<file path="config.mk">
export PLATFORM = sky130hd
export DESIGN_NAME = sar_ctrl
export DESIGN_NICKNAME = d
export VERILOG_FILES = /design/src/rtl/sar_pkg.sv /design/src/rtl/sar_ctrl.sv
export SDC_FILE = /design/constraint.sdc
export NUM_CORES = 1
export LEC_CHECK = 0
export ABC_AREA = 1
export CAP_MARGIN = 20
export CORE_MARGIN = 2
export CORE_UTILIZATION = 45
export DETAILED_ROUTE_END_ITERATION = 10
export GPL_TIMING_DRIVEN = 0
export HOLD_SLACK_MARGIN = 0.06
export PLACE_DENSITY_LB_ADDON = 0.1
export SKIP_CTS_REPAIR_TIMING = 1
export SLEW_MARGIN = 10
export SYNTH_ARGS = -nofsm -noshare
export SYNTH_HDL_FRONTEND = slang
export SYNTH_SLANG_ARGS = --single-unit
</file>
<file path="constraint.sdc">
create_clock -name clk -period 3.5 [get_ports clk]
set_input_delay 0.35 -clock clk [delete_from_list [all_inputs] [get_ports clk]]
set_output_delay 0.35 -clock clk [all_outputs]
set_load 0.01 [all_outputs]
</file>
<file path="src/rtl/sar_pkg.sv">
// Shared types and constants for the successive-approximation controller.
// Controller state encoding and default operand width.
package sar_pkg;

    typedef enum logic {
        IDLE = 1'b0,
        CONV = 1'b1
    } sar_state_t;

    localparam int SAR_N_DEFAULT = 4;

endpackage

</file>
<file path="src/rtl/sar_ctrl.sv">
// SAR controller: drives comparator B operand, resolves A MSB first.
// Define SAR_SETTLE_EN to add a settle cycle before each bit decision.
module sar_ctrl
    import sar_pkg::*;
#(
    parameter int N = SAR_N_DEFAULT
) (
    input  logic         clk,
    input  logic         rst_n,
    input  logic         start,
    input  logic         ge,
    output logic [N-1:0] trial,
    output logic         busy,
    output logic         done,
    output logic [N-1:0] result
);

    localparam int IW = $clog2(N);
    localparam logic [0:0] ST_IDLE = IDLE;
    localparam logic [0:0] ST_CONV = CONV;
    localparam logic [N-1:0] MSB = {1'b1, {(N-1){1'b0}}};
    localparam logic [IW-1:0] IDX_TOP = IW'(N - 1);

    logic [0:0]    state;
    logic [IW-1:0] idx;
    logic [N-1:0]  dec;
    logic          last;
    logic          decide;

`ifdef SAR_SETTLE_EN
    logic phase;
    assign decide = phase;
`else
    assign decide = 1'b1;
`endif

    assign last = (idx == '0);

    // Trial code after resolving bit idx and arming the next lower bit.
    always_comb begin
        dec = trial;
        if (!ge) begin
            dec[idx] = 1'b0;
        end
        if (!last) begin
            dec[idx - IW'(1)] = 1'b1;
        end
    end

    // Conversion sequencer: start capture, per-bit decisions, completion.
    always_ff @(posedge clk or negedge rst_n) begin
        if (!rst_n) begin
            state  <= ST_IDLE;
            trial  <= '0;
            result <= '0;
            busy   <= 1'b0;
            done   <= 1'b0;
            idx    <= '0;
`ifdef SAR_SETTLE_EN
            phase  <= 1'b0;
`endif
        end else begin
            done <= 1'b0;
            unique case (1'b1)
                (state == ST_IDLE): begin
                    if (start) begin
                        trial <= MSB;
                        idx   <= IDX_TOP;
                        busy  <= 1'b1;
                        state <= ST_CONV;
`ifdef SAR_SETTLE_EN
                        phase <= 1'b0;
`endif
                    end
                end
                (state == ST_CONV): begin
`ifdef SAR_SETTLE_EN
                    phase <= ~phase;
`endif
                    if (decide) begin
                        if (last) begin
                            result <= dec;
                            done   <= 1'b1;
                            busy   <= 1'b0;
                            trial  <= '0;
                            state  <= ST_IDLE;
                        end else begin
                            trial <= dec;
                            idx   <= idx - IW'(1);
                        end
                    end
                end
            endcase
        end
    end

endmodule

</file>
==> run metrics <==
status finished clean; CP max FO 3; die extent in y 41.0 microns; Area growth syn-to-layout 28.5%; vias in the first global route 438; synth warn 0; CTS tree yes; final cell count without fillers 100; Setup violations, final 0; Leakage 0.395 nW; CP max stage cell clkdlybuf4s50_1; DRT Wirelength 1.06 mm; drt initial violations 6; setup skew after layout 0.00262 ns; fin. max-slew vios 0; syn avg cell area 9.03 sq um; Setup crit end kind output port; Pre-antenna DRT Iters 2; WP buf/inv 1; final period demand of the worst path 1.53 ns; critical path type reg -> out; Nets 94; Worst Tran Pin Value 0.568 ns; worst reg2reg setup slack 2.05 ns; boundary pin count 14; port bufs 13; Placer Congestion 0.781; Via density 4.75; initial antenna violation count 0; first-pass GRT wire length 1.78 mm; crit-path max cell delay 0.55 ns; design area 790 sq um; diodes inserted 0; dpl cells 96; setup_tns 0 ns; sequential-to-total area share from yosys stat 53.0%; die footprint 1680 sq um; max-cap violation count 0; worst skew pair latency 0.26 ns; pin count of the biggest net entering global routing 14; Startpoint Class register; period utilization 43.7%; Max Fclk 653 MHz; CTS Sinks 13; Die X 41.0 microns; Post-DP Area 763 sq um; Remaining DRCs 0; layout cell share with drive strength beyond 1 8.24%; GRT Total Usage 16.6%; commonest cells after routing, fill and taps aside nand2_1 (24), dfrtp_1 (13), clkdlybuf4s50_1 (13); grt ovf 0; Max H-tree Level 1; worst path cell trace clkdlybuf4s50_1; RSZ-0062 raised after global routing no; number of synthesized register bits 13; peak supply drop 446 uV; Post-Syn Area 614 sq um; Hold Fails Final Rpt 0; CP delay by family, top buffers and inverters; Row Count 13; worst path setup slack after routing 1.97 ns; total CTS buffers 3; DPL Wire Length 816 microns; commonest non-fill, non-tap cell in the layout nand2_1; Longest Clk Path Bufs 2; Mapped Cells 68; initial core utilization 47.8%; hold_ws 0.443 ns; Min-Delay Path Class in -> async; CTS Root Cell clkbuf_4; core area 1280 sq um; pre-CTS WS 2.07 ns; Synth cell types 14; Crit path arrival time 1.18 ns; WL per Instance 10.6 microns; DR vias 475; Post-DRT Antenna Nets 0; syn_nets 76; Reg clk slew, reported paths 0.08 ns; worst path required time 3.15 ns; power density over cell area 928 nW/um^2; slew margin rel. 62.0%
[power by group]
group / switching, mW / total [mW] / internal (mW)
Clock: 0.0454 / 0.0894 / 0.0440
Combinational: 0.187 / 0.364 / 0.178
Sequential: 0.0553 / 0.279 / 0.224
Total: 0.287 / 0.733 / 0.445
[through the flow]
stage	util [%]	power (mW)
2_1_floorplan	-	0.495
3_3_place_gp	59.4	0.646
3_5_place_dp	59.4	0.652
4_1_cts	61.4	0.746
5_1_grt	61.4	0.815
6_report	61.4	0.733
[logic make-up (layout without fill, tap and decap cells)]
kind of cell    count (synthesis)  in the layout  share of synthesized area, %
fa+ha+maj                       4              4                          8.15
compound gates                 10             10                          8.96
buf+inv                         8             25                          5.70
flops                          13             13                          53.0
simple gates                   33             33                          24.2
[final cells by class]
cell class	instances	area [sq um]
clock buffer	4	26.3
inverter	8	35.0
multi-input combinational	47	254
tap	15	18.8
sequential	13	325
fill	122	495
timing repair buffer	13	130
[worst paths after layout]
kind,endpoint,from,cells after the start
max in group asynchronous,done,rst_n,1
setup reg to reg,result[0],idx[0],7
min in group clk,result[2],result[2],2
hold / removal,result[3],rst_n,1
setup / recovery,trial[0],trial[0],1
hold reg to reg,result[2],result[2],2
[cell usage after synthesis (all sizes together)]
cell type	number	area (sq um)
inv	7	26.3
nand2	25	101
a21oi	1	5.00
o211ai	2	15.0
nor2	4	25.0
ha	4	50.1
clkinv	1	8.76
o21ai	7	35.0
or2	2	12.5
dfrtp	13	325
nand3	2	10.0
[per-layer routing]
layer,GRT usage [%],vias to the layer above,wire [microns]
li1,-,246,-
met3,4.89,2,53
met1,20.9,217,522
met2,24.6,10,471
met4,10.0,0,12
met5,0,-,0
[sequential cells by signal, indices dropped and copies added, names as in the netlist]
register and flops:
idx 2, trial 4, done 1, result 4, busy 1, state 1
(Power assumes the default switching activity.)
